## config.mk

```make
export PLATFORM = sky130hd
export DESIGN_NAME = down_count_timer
export DESIGN_NICKNAME = d
export VERILOG_FILES = /design/src/rtl/countdown_pkg.sv /design/src/rtl/down_count_timer.sv
export SDC_FILE = /design/constraint.sdc
export NUM_CORES = 1
export LEC_CHECK = 0
export ABC_CLOCK_PERIOD_IN_PS = 3700
export CAP_MARGIN = 20
export CORE_MARGIN = 3
export CORE_UTILIZATION = 49
export CTS_CLUSTER_DIAMETER = 200
export DETAILED_ROUTE_END_ITERATION = 8
export PLACE_DENSITY = 0.81
export SYNTH_ARGS = -nofsm -noshare
export SYNTH_HDL_FRONTEND = slang
export SYNTH_SLANG_ARGS = --single-unit
```

## constraint.sdc

```tcl
create_clock -name CLK -period 3.7 [get_ports CLK]
set_input_delay 0.555 -clock CLK [delete_from_list [all_inputs] [get_ports CLK]]
set_output_delay 0.555 -clock CLK [all_outputs]
set_load 0.01 [all_outputs]
```

## src/rtl/countdown_pkg.sv

```systemverilog
// Shared types and defaults for the loadable down-counter/timer.
package countdown_pkg;

    localparam int CNT_W_DEFAULT = 7;

    typedef enum logic [1:0] {
        IDLE    = 2'b00,
        ARMED   = 2'b01,
        RUNNING = 2'b10,
        PAUSED  = 2'b11
    } state_t;

endpackage

```

## src/rtl/down_count_timer.sv

```systemverilog
// Loadable down-counter with terminal-count pulse and optional auto-reload.
// Priority per edge: reset > load > run > hold; all outputs registered.
module down_count_timer
    import countdown_pkg::*;
#(
    parameter int WIDTH       = CNT_W_DEFAULT,
    parameter bit AUTO_RELOAD = 1'b0
) (
    input  logic             CLK,
    input  logic             reset,
    input  logic             load,
    input  logic [WIDTH-1:0] load_val,
    input  logic             run,
    output logic [WIDTH-1:0] count_out,
    output logic             busy,
    output logic             done
);

    state_t           state_q, state_d;
    logic [WIDTH-1:0] count_q, count_d;
    logic [WIDTH-1:0] reload_q, reload_d;
    logic             tc_d;
    logic             done_q;
    logic             busy_q;

    always_comb begin
        state_d  = state_q;
        count_d  = count_q;
        reload_d = reload_q;
        tc_d     = 1'b0;
        if (load) begin
            count_d  = load_val;
            reload_d = load_val;
            state_d  = (load_val != '0) ? ARMED : IDLE;
        end else if (state_q != IDLE) begin
            if (run) begin
                if (count_q == WIDTH'(1)) begin
                    tc_d = 1'b1;
                    if (AUTO_RELOAD) begin
                        count_d = reload_q;
                        state_d = RUNNING;
                    end else begin
                        count_d = '0;
                        state_d = IDLE;
                    end
                end else if (count_q == '0) begin
                    // Defensive: an active state with a zero count must never wrap.
                    state_d = IDLE;
                end else begin
                    count_d = count_q - WIDTH'(1);
                    state_d = RUNNING;
                end
            end else if (state_q == RUNNING) begin
                state_d = PAUSED;
            end
        end
    end

    always_ff @(posedge CLK) begin
        if (!reset) begin
            state_q  <= IDLE;
            count_q  <= '0;
            reload_q <= '0;
        end else begin
            state_q  <= state_d;
            count_q  <= count_d;
            reload_q <= reload_d;
        end
    end

    // busy mirrors the next state so it lines up with count_out.
    always_ff @(posedge CLK) begin
        if (!reset) begin
            done_q <= 1'b0;
            busy_q <= 1'b0;
        end else begin
            done_q <= tc_d;
            busy_q <= (state_d != IDLE);
        end
    end

    assign count_out = count_q;
    assign busy      = busy_q;
    assign done      = done_q;

endmodule

```

# ---- Word-level counts from Yosys, hierarchy flattened
# Index checks and enable logic that the tools add are counted.
dict set report classes {
  n_addsub 1
  eq_ne 3
  muxes 13
  bitwise 3
  reduce_logical 8
}
# op n
set op_table {}
lappend op_table {{2-to-1 mux 7 bit} 5}
lappend op_table {{2-to-1 mux 2 bit} 6}
lappend op_table {{nonzero test 2 bit} 4}
lappend op_table {{equality test 7 x 1 -> 1 bit, second input constant} 1}
lappend op_table {{logical NOT 7 bit} 1}
lappend op_table {{nonzero test 7 bit} 1}
lappend op_table {{subtractor 7 x 1 -> 7 bit, second input constant} 1}
lappend op_table {{OR reduction 4 bit} 1}
lappend op_table {{inequality test 3 bit, second input constant} 1}
lappend op_table {{inverter 1 bit} 3}
lappend op_table {{AND reduction 3 bit} 1}
lappend op_table {{equality test 2 bit, second input constant} 1}
lappend op_table {{2-to-1 mux 1 bit} 2}
dict set report totals {
  regBits 11
  in_bits 11
  output_inout_bits 9
  wordCells 32
}

# ---- Longest topological paths before layout
# Gate-level depths: netlist of the first run.
dict set report logic_depth {
  ltp_word 7
  ltp_mapped 6
  depth_no_buf 6
}

# ---- Least setup slack after synthesis of the first run
# No wires, ideal clock.
dict set report synth_timing {
  kind {input-to-reg}
  startpoint {input port load_val[2]}
  endpoint {register busy_q (netlist: busy)}
  arrival_time_ns 1.571
  t_required_ns 3.580
  setup_slack_ns 2.009
  path_stages 4
  n_path_buf 0
  path_cell_list {or4_4 o41ai_2 a21oi_1 or2_1}
}
dict set report synth_between {
  elab_chain_cells 4
}
# item line_no
set synth_rtl {}
lappend synth_rtl {{from (decl)} down_count_timer.sv:12} ;# input logic [WIDTH-1:0] load_val,
lappend synth_rtl {{nonzero test 7 bit} down_count_timer.sv:34} ;# state_d = (load_val != '0) ? ARMED : IDLE;
lappend synth_rtl {{2-to-1 mux 1 bit} down_count_timer.sv:34}
lappend synth_rtl {{2-to-1 mux 2 bit} down_count_timer.sv:31} ;# if (load) begin
lappend synth_rtl {{nonzero test 2 bit} down_count_timer.sv:78} ;# busy_q <= (state_d != IDLE);
lappend synth_rtl {{to (signal assigned)} down_count_timer.sv:78}
lappend synth_rtl {{to (decl)} down_count_timer.sv:24} ;# logic busy_q;
# No other way between the ends.
# A chain may end at the register's enable or synchronous reset.

# ---- Worst setup path in the final report of the first run
dict set report layout_timing {
  startpoint {input port load}
  endpoint {register count_q[2] (netlist: count_out[2])}
}
dict set report layout_between {
  elab_chain_cells 2
  elab_cells_between_ends 5
  cone_classes {1 x eq/ne; 1 x mux; 3 x reduce/logical}
}
# item line_no
set layout_rtl {}
lappend layout_rtl {{from (decl)} down_count_timer.sv:11} ;# input logic load,
lappend layout_rtl {{inequality test 3 bit (no source line) / nonzero test 2 bit (equally long branches)} --}
lappend layout_rtl {{AND reduction 3 bit (no source line)} --}
lappend layout_rtl {{to (signal assigned)} down_count_timer.sv:66} ;# count_q <= count_d;
lappend layout_rtl {{to (decl)} down_count_timer.sv:20} ;# logic [WIDTH-1:0] count_q, count_d;
# Several ways; a longest one is shown, not always the timed one.

==> results of run 1 <==
## synthesized netlist by cell type (2+ instances only)
cell	number	area share
o211ai_1	2	0.021
dfxtp_1	11	0.31
a211oi_1	2	0.021
a32oi_1	2	0.025
nor4_1	5	0.045
nor2_1	11	0.059
o22ai_1	3	0.027
ha_1	3	0.054
inv_1	6	0.032
nand2_1	8	0.043
a21oi_1	4	0.029
a22oi_1	3	0.032
o21ai_0	3	0.021
## final timing paths
kind / start / endpoint / slack, ns / cells after the start
worst max-delay path: load / count_out[2] / 1.59 / 5
worst min-delay path: count_out[1] / count_out[1] / 0.56 / 2
worst max register to register: count_out[0] / count_out[2] / 1.98 / 6
worst min register to register: count_out[1] / count_out[1] / 0.56 / 2
## kinds of logic (layout without fill, tap and decap cells)
kind of cell / Yosys count / in the layout
AND/OR/NAND/NOR: 37 / 37
AO/OA/AOI/OAI: 24 / 24
flip-flops: 11 / 11
buffers and inverters: 9 / 29
adder cells (fa/ha/maj): 3 / 3
multiplexers: 1 / 1
## critical path, stage by stage
cell and delay, ns:
clkdlybuf4s50_1 0.84, inv_1 0.19, a32oi_2 0.34, nand2_1 0.20, o22ai_1 0.19
## layout by cell type (no fill, tap or decap), drive strengths merged
cell type,instances
or3,1
clkdlybuf4s50,19
ha,3
nand2,8
o41ai,1
nor2,11
clkbuf,4
nand3,1
a32oi,3
a22oi,3
a21oi,4
a21bo,1
o22ai,3
nor4b,1
or2,3
nor4,6
and3,1
o21ai,4
nor2b,1
nor3,1
or4,1
a41oi,1
inv,6
o211ai,2
dfxtp,11
and3b,1
nor3b,1
mux2i,1
a211oi,2
## area by class of cell
type / instances / area (um2)
multi-input combinational: 65 / 438
fill: 106 / 402
sequential: 11 / 220
timing repair buffer: 19 / 190
clock buffer: 4 / 26.3
inverter: 6 / 22.5
tap: 15 / 18.8
## flip-flops by register name (all words and copies together) (netlist names)
name and flops:
count_out 7, state_q 2, busy 1, done 1
## layer usage
layer | global-route usage | share of wire | vias to the layer above
met5 | 0 | 0 | -
met4 | 0.114 | 0.020 | 0
met3 | 0.0788 | 0.082 | 6
met2 | 0.311 | 0.49 | 30
met1 | 0.259 | 0.41 | 344
li1 | - | - | 359
## per-stage QoR
step           setup slack, ns  instances
2_1_floorplan             2.01         85
3_3_place_gp              1.43        116
3_5_place_dp              1.33        116
4_1_cts                   1.62        120
5_1_grt                   1.44        120
6_report                  1.59        120
## power groups by stage
stage / combinational, uW / sequential, uW / clock, uW
finish: 149 / 149 / 82.1
global route: 165 / 151 / 88.0
CTS: 149 / 148 / 84.7
detailed placement: 148 / 151 / 0
global placement: 147 / 151 / 0
floorplan: 95.5 / 151 / 0
==> results.cfg, run 1 <==
[floorplan]
rows = 13
core_area_um2 = 1320
start_util = 0.532
die_area_um2 = 1920
die_w_um = 43.8
die_h_um = 43.8
ios = 20

[placed_design]
gp_congestion = 0.870
dpl-instance-area_um2 = 890
port-buffer-count = 19
dp_hpwl_um = 1330

[timing]
slew_violations = 0
max_slew_margin = 0.613
finalSetupTns_ns = 0
rsz0062_at_grt = false
tightest_slew_ns = 0.578
whs_ns = 0.556
hold_viol = 0
setup_violations = 0
timing.final.crit_share = 0.570
period_needed_ns = 2.11
max_freq_mhz = 474
skew_ns = 0.00846

[route]
vias = 739
viasPerCell = 6.16
drt_iter0_drc = 33
drtPass1Iterations = 4
wl_per_cell_um = 14.5
antenna_left = 0
wirelength_um = 1740
drcViolationCount = 0

[yosys]
synth_compound_area_frac = 0.257
postSynthCellCount = 85
ys_async_sr_fraction = 0
synth_top_family_by_area = simple AND/OR/NAND/NOR gates
synth_xor_area_frac = 0
yosys-mux-area-fraction = 0.0143
synthAdderAreaFrac = 0.0536
yosys.area_share.simple = 0.300
synthFlopType = dfxtp_1
synth_fp_nets = 99
synth_seq_cells = 11
avgSynthCellArea_um2 = 8.24
yosysSeqAreaShare = 0.314
ys_types = 35
synth_area_um2 = 701
synth_edf_count = 0
ys_warn_count = 0

[final_layout]
drive_gt1_frac = 0.105
syn_to_final_growth_pct = 30.7
post-route-util = 0.695
fin_nets = 120
fin_area_um2 = 916
diodes = 0

[clock_tree]
clockBufferDepth = 2
cts_tree = yes
root_buffer = clkbuf_4
cts_setup_buffers = 0
clock-sinks = 11
postCtsHoldBufs = 0
cts.reportedPaths.clkPinSlew_ns = 0.07
clk_latency_ns = 0.28
numCtsBuffers = 3
cts_resized = 0
htree_levels = 1

[setup_path]
crit_type = in -> reg
crit_arrival_ns = 2.32
start_kind = input port
crit_fanout = 18
cp-end-kind = register
crit_required_ns = 3.91

[power]
power_density_nw_per_um2 = 415
power.internal_uw = 249
power.switching_uw = 132
peakVddDrop_uv = 232
p_seq_frac = 0.392
p_clk_frac = 0.216
swShare = 0.346
p_leak_uw = 0.000342
power_frac_comb = 0.392
power.total_uw = 380

[flow_run]
drv_cap = 0

[global_routing]
grt_pass1_vias = 659
antenna_found_initial = 0
gr-total-overflow = 0
grt_first_pass_wirelength_um = 2900
grt_max_degree = 19
grt_usage = 0.210

[min_path]
hold_class = reg -> reg

[outcome]
status = finished clean
Note: power is estimated with default switching activity, not from simulation.
==> run 2: changes to the inputs <==
--- a/config.mk
+++ b/config.mk
@@ -5,13 +5,13 @@
 export SDC_FILE = /design/constraint.sdc
 export NUM_CORES = 1
 export LEC_CHECK = 0
-export ABC_CLOCK_PERIOD_IN_PS = 3700
+export ABC_CLOCK_PERIOD_IN_PS = 1700
 export CAP_MARGIN = 20
 export CORE_MARGIN = 3
-export CORE_UTILIZATION = 49
+export CORE_UTILIZATION = 41
 export CTS_CLUSTER_DIAMETER = 200
 export DETAILED_ROUTE_END_ITERATION = 8
-export PLACE_DENSITY = 0.81
+export PLACE_DENSITY = 0.72
 export SYNTH_ARGS = -nofsm -noshare
 export SYNTH_HDL_FRONTEND = slang
 export SYNTH_SLANG_ARGS = --single-unit
==> constraint.sdc (replaced) <==
create_clock -name CLK -period 1.7 [get_ports CLK]
set_input_delay 0.255 -clock CLK [delete_from_list [all_inputs] [get_ports CLK]]
set_output_delay 0.255 -clock CLK [all_outputs]
set_load 0.01 [all_outputs]
==> run 2 against run 1 <==
Sequential power grew 110%. Clock power is 130% higher. Die area is 17% higher. Via count rose by 4.7%. Critical path depth fell by 4. Non-clock buffer count up 14. Highest routed layer unchanged.
==> results.cfg, run 2 (synthesized netlist as in run 1, its figures left out) <==
[setup_path]
r2r-start = count_out[1]
slowest_stage = clkdlybuf4s50_1
path_buf_inv = 1
crit_required_ns = 1.44
start_kind = register
crit_chain = clkdlybuf4s50_1
crit_type = reg -> out
cp-end-kind = output port
crit_start = count_out[3]
crit_fanout = 8
crit_arrival_ns = 1.39
critPathMaxStageDelay_ns = 0.61
critPathTopFamily = buffers and inverters

[final_layout]
nFillCells = 138
final_cell_mix = clkdlybuf4s50_1 (19), buf_4 (14), nor2_1 (11), dfxtp_1 (10), nand2_1 (8)
final_cells = 135
fin_area_um2 = 1040
fin_nets = 134
syn_to_final_growth_pct = 48.0
final_common_cell = clkdlybuf4s50_1
drive_gt1_frac = 0.227
largest_reg_flops = 7
diodes = 0

[clock_tree]
postCtsHoldBufs = 0
htree_levels = 1
cts_tree = yes
clock-sinks = 11
cts.reportedPaths.clkPinSlew_ns = 0.08
root_buffer = clkbuf_4
numCtsBuffers = 3
clockBufferDepth = 2
clk_latency_ns = 0.28

[timing]
setup_violations = 0
tightest_slew_ns = 0.561
max_slew_margin = 0.623
hold_viol = 0
slew_violations = 0
max_freq_mhz = 607
timing.final.crit_share = 0.968
skew_ns = 0.0104
period_needed_ns = 1.65

[global_routing]
gr-total-overflow = 0
grt_pass1_vias = 726
grt_usage = 0.192
grt_use_met3 = 0.0651
grt_busiest_layer = met2
grt_max_degree = 10
antenna_found_initial = 0
grt_first_pass_wirelength_um = 3040
grt_use_met1 = 0.226
grt_use_met2 = 0.326

[route]
wirelength_um = 1920
drtPass1Iterations = 4
antenna_left = 0
viasPerCell = 5.73
drcViolationCount = 0
drt_iter0_drc = 26
wl_per_cell_um = 14.2
vias = 774

[floorplan]
ios = 20
die_w_um = 47.3
start_util = 0.449
die_area_um2 = 2240
core_area_um2 = 1560
die_h_um = 47.3
rows = 14

[min_path]
hold_class = reg -> reg
hold_start = count_out[2]

[placed_design]
dp_hpwl_um = 1450
place_inst = 130
dpl-instance-area_um2 = 988
gp_congestion = 0.802
port-buffer-count = 19

[power]
p_leak_uw = 0.000418
peakVddDrop_uv = 831
power_density_nw_per_um2 = 877

[flow_run]
drv_cap = 0

[outcome]
status = finished clean
-- run 2: area by class of cell --
| type | count | area, um2 | share of cell area |
|---|---|---|---|
| multi-input cells | 65 | 452 | 0.435 |
| repair buffers | 33 | 295 | 0.285 |
| flip-flops and latches | 11 | 221 | 0.214 |
| clock buffers | 4 | 26.3 | 0.0253 |
| inverters | 6 | 22.5 | 0.0217 |
| well taps | 16 | 20.0 | 0.0193 |
-- run 2: worst reg2reg max path, cell delays in order, from the launching register on --
cell and delay [ns]:
dfxtp_1 0.31, inv_1 0.09, ha_1 0.18, nor4b_4 0.26
a32oi_2 0.17, buf_4 0.17, or2_0 0.19, a21oi_1 0.13
-- run 2: repair_timing --
item	4_1_cts	5_1_grt
setup endpoints to repair	0	4
setup buffers	0	1
gates resized for setup	0	3
-- run 2: power breakdown --
group	leakage [uW]	internal, uW	switching, uW
sequential	0.0000910	284	33.4
combinational	0.000313	219	184
clock	0.0000150	91.2	97.7
total	0.000418	595	315
-- run 2: final timing paths --
path	to	slack [ns]	depth (start not counted)
setup / recovery	count_out[3]	0.05	1
setup reg to reg	count_out[6]	0.12	7
hold reg to reg	count_out[2]	0.54	2
hold / removal	count_out[2]	0.54	2
-- run 2: metal layers --
layer / share of wire / vias to the layer above
met3: 0.081 / 5
met5: 0 / -
li1: - / 384
met4: 0.010 / 0
met2: 0.49 / 31
met1: 0.42 / 354
-- run 2: through the flow --
step / setup WS [ns] / utilization / setup TNS, ns / power, uW / hold slack, ns
after floorplan: 0.150 / - / 0 / 536 / 0.358
after global placement: -0.179 / 0.634 / -0.179 / 697 / 0.533
after detailed placement: -0.193 / 0.634 / -0.193 / 702 / 0.534
after CTS: 0.0273 / 0.651 / 0 / 887 / 0.544
after global routing: -0.00714 / 0.665 / -0.0130 / 969 / 0.577
final: 0.0539 / 0.665 / 0 / 909 / 0.537
==> RTL change, RTL diff (flow settings as in run 2) <==
Encoding of `state_t`: now Gray code (2 bits for 4 states).
--- a/src/rtl/countdown_pkg.sv
+++ b/src/rtl/countdown_pkg.sv
@@ -6,8 +6,8 @@
     typedef enum logic [1:0] {
         IDLE    = 2'b00,
         ARMED   = 2'b01,
-        RUNNING = 2'b10,
-        PAUSED  = 2'b11
+        RUNNING = 2'b11,
+        PAUSED  = 2'b10
     } state_t;
 
 endpackage
Check against the original RTL: no difference found for any inputs over 10 cycles, from zero or initial values and one cycle with reset low; not proved beyond that.
==> RTL change against run 2 <==
  * The run now ends with setup timing left
  * Critical path depth increased by 3
  * Count of clock-buffer cells in the layout unchanged
  * Sequential cell count unchanged
  * Area after synthesis decreased by 6.1%
  * Register-to-register slack got worse by 130 ps
  * Sequential share of layout area decreased by 0.53 points
  * Worst setup slack got worse by 62 ps
  * Final area increased by 5.4%
  * Routed wire length increased by 15%
  * Cell count increased by 3.0%
  * Total power increased by 8.0%
  * Largest cell class unchanged
  * Largest power group unchanged
==> RTL change: results (changes against run 2) <==
* Drt total wl at 2209 um (+15%)
* First-pass GRT wire length at 3394 um (+12%)
* Post-Synthesis Net Count at 97 (-2.0%)
* GPL Wtd Cong at 0.8775 (+9.5%)
* Tot GR Track Use at 22.85% (+3.6 points)
* Critical path's largest stage delay at 500 ps (-110 ps)
* CP Max Fanout at 2 (-6)
* Routed wl met3 at 203 um (+30%)
* Outcome: complete, but fails checks
* Antenna violations before repair at 0 (unchanged)
* Fill count at 96 (-30%)
* Seq/Total Area, Yosys at 33.46% (+2.0 points)
* Cell family with most CP delay: simple AND/OR/NAND/NOR gates
* Synth area leaders: dfxtp_1, ha_1, o21ai_0
* Peak supply drop at 0.6609 mV (-20%)
* Setup WS post-layout at -8.303 ps (-62.17 ps)
* Post-Route Skew at 0.5388 ps (-9.881 ps)
* Static Leak at 0.4429 nW (+5.8%)
* Violated checks: setup timing
* Total number of vias at 840 (+8.5%)
* Largest net degree at the start of global routing at 13 (+3)
* Yosys cell types at 32 (-8.6%)
* Mean number of vias per cell at 6.043 (+5.4%)
* Async SR Flop Fraction at 0% (unchanged)
* Share of cells above drive strength 1 at 32.26% (+9.6 points)
* Setup violators final at 1 (+1)
* Post-Place Cells at 135 (+3.8%)
* Detailed Place HPWL at 1589 um (+9.5%)
* Wire length on met2 at 1097 um (+17%)
* Vias in the first global route at 777 (+7.0%)
* DR iter-0 viols at 24 (-7.7%)
* CP max-delay cell: or4_4
* Synth top cells by count: dfxtp_1, nand2_1, nor2_1, o21ai_0
* Slew margin rel. at 70.88% (+8.6 points)
* WP data arrival at 1920 ps (+530 ps)
* Mapped Cells at 83 (-2.4%)
-- RTL change: cell count changes after synthesis, moves of 3 or more --
cell     delta
nor2_1      -4
nor3_1      +5
nor4_1      -3
o21ai_0     +4
-- RTL change: through the flow --
| step | worst slack [ps] | TNS [ps] | util, % | area, sq um | power, mW |
|---|---|---|---|---|---|
| global placement | -112.1 | -316.8 | 73.52 | 1028 | 0.7521 |
| CTS | -13.87 | -13.87 | 75.85 | 1061 | 0.9510 |
| finish | -8.303 | -8.303 | 78.18 | 1094 | 0.9824 |
| floorplan | -26.22 | -31.84 | - | 664.4 | 0.5246 |
| global route | -56.29 | -107.0 | 78.18 | 1094 | 1.042 |
| detailed placement | -70.31 | -303.2 | 73.52 | 1028 | 0.7603 |
-- RTL change: cell families (layout without fill, tap and decap cells) --
logic type,count (synthesis),after routing,synth area share [%]
muxes,1,1,1.521
DFF,11,11,33.46
and+or+nand+nor,35,35,28.71
adders and majority gates,3,3,5.704
buffers and inverters,8,49,4.563
AOI/OAI and AO/OA,25,25,26.05
-- RTL change: tightest hold or removal path: stages (launching register included) --
cell and delay, ps:
dfxtp_1 340, nor2_1 110, nor2_1 50
-- RTL change: worst paths after layout --
| path | from | slack, ps | depth (start not counted) | end |
|---|---|---|---|---|
| max reg2reg | count_out[2]$_SDFFE_PN0P_ | -8 | 4 | count_out[5]$_SDFFE_PN0P_ |
| max | count_out[2]$_SDFFE_PN0P_ | -8 | 4 | count_out[5]$_SDFFE_PN0P_ |
| min reg2reg | state_q[1]$_SDFF_PN0_ | 550 | 2 | state_q[1]$_SDFF_PN0_ |
| min | state_q[1]$_SDFF_PN0_ | 550 | 2 | state_q[1]$_SDFF_PN0_ |
-- RTL change: where the power goes --
group	total [mW]	switching (mW)	internal, mW	leakage (nW)
Sequential	0.314	0.0247	0.289	0.0924
Clock	0.184	0.0931	0.0909	0.0150
Combinational	0.485	0.216	0.268	0.335
-- RTL change: area by class of cell --
class / instances / area [sq um] / share of cell area [%]
multi-input combinational: 64 / 445.4 / 40.73
timing repair buffer: 39 / 352.8 / 32.27
sequential: 11 / 227.7 / 20.82
clock buffer: 4 / 26.28 / 2.403
inverter: 6 / 22.52 / 2.059
tap: 15 / 18.77 / 1.716
-- RTL change: what timing repair did --
item | in CTS | in global routing
pin swaps | 2 | 2
setup buffers | 0 | 0
endpoints found under the setup margin | 3 | 7
gates resized for setup | 5 | 9
-- RTL change: per-layer routing --
metal / global-route usage [%] / up-vias
li1: - / 396
met1: 27.06 / 390
met2: 39.56 / 48
met3: 6.641 / 6
met4: 6.250 / 0
met5: 0 / -
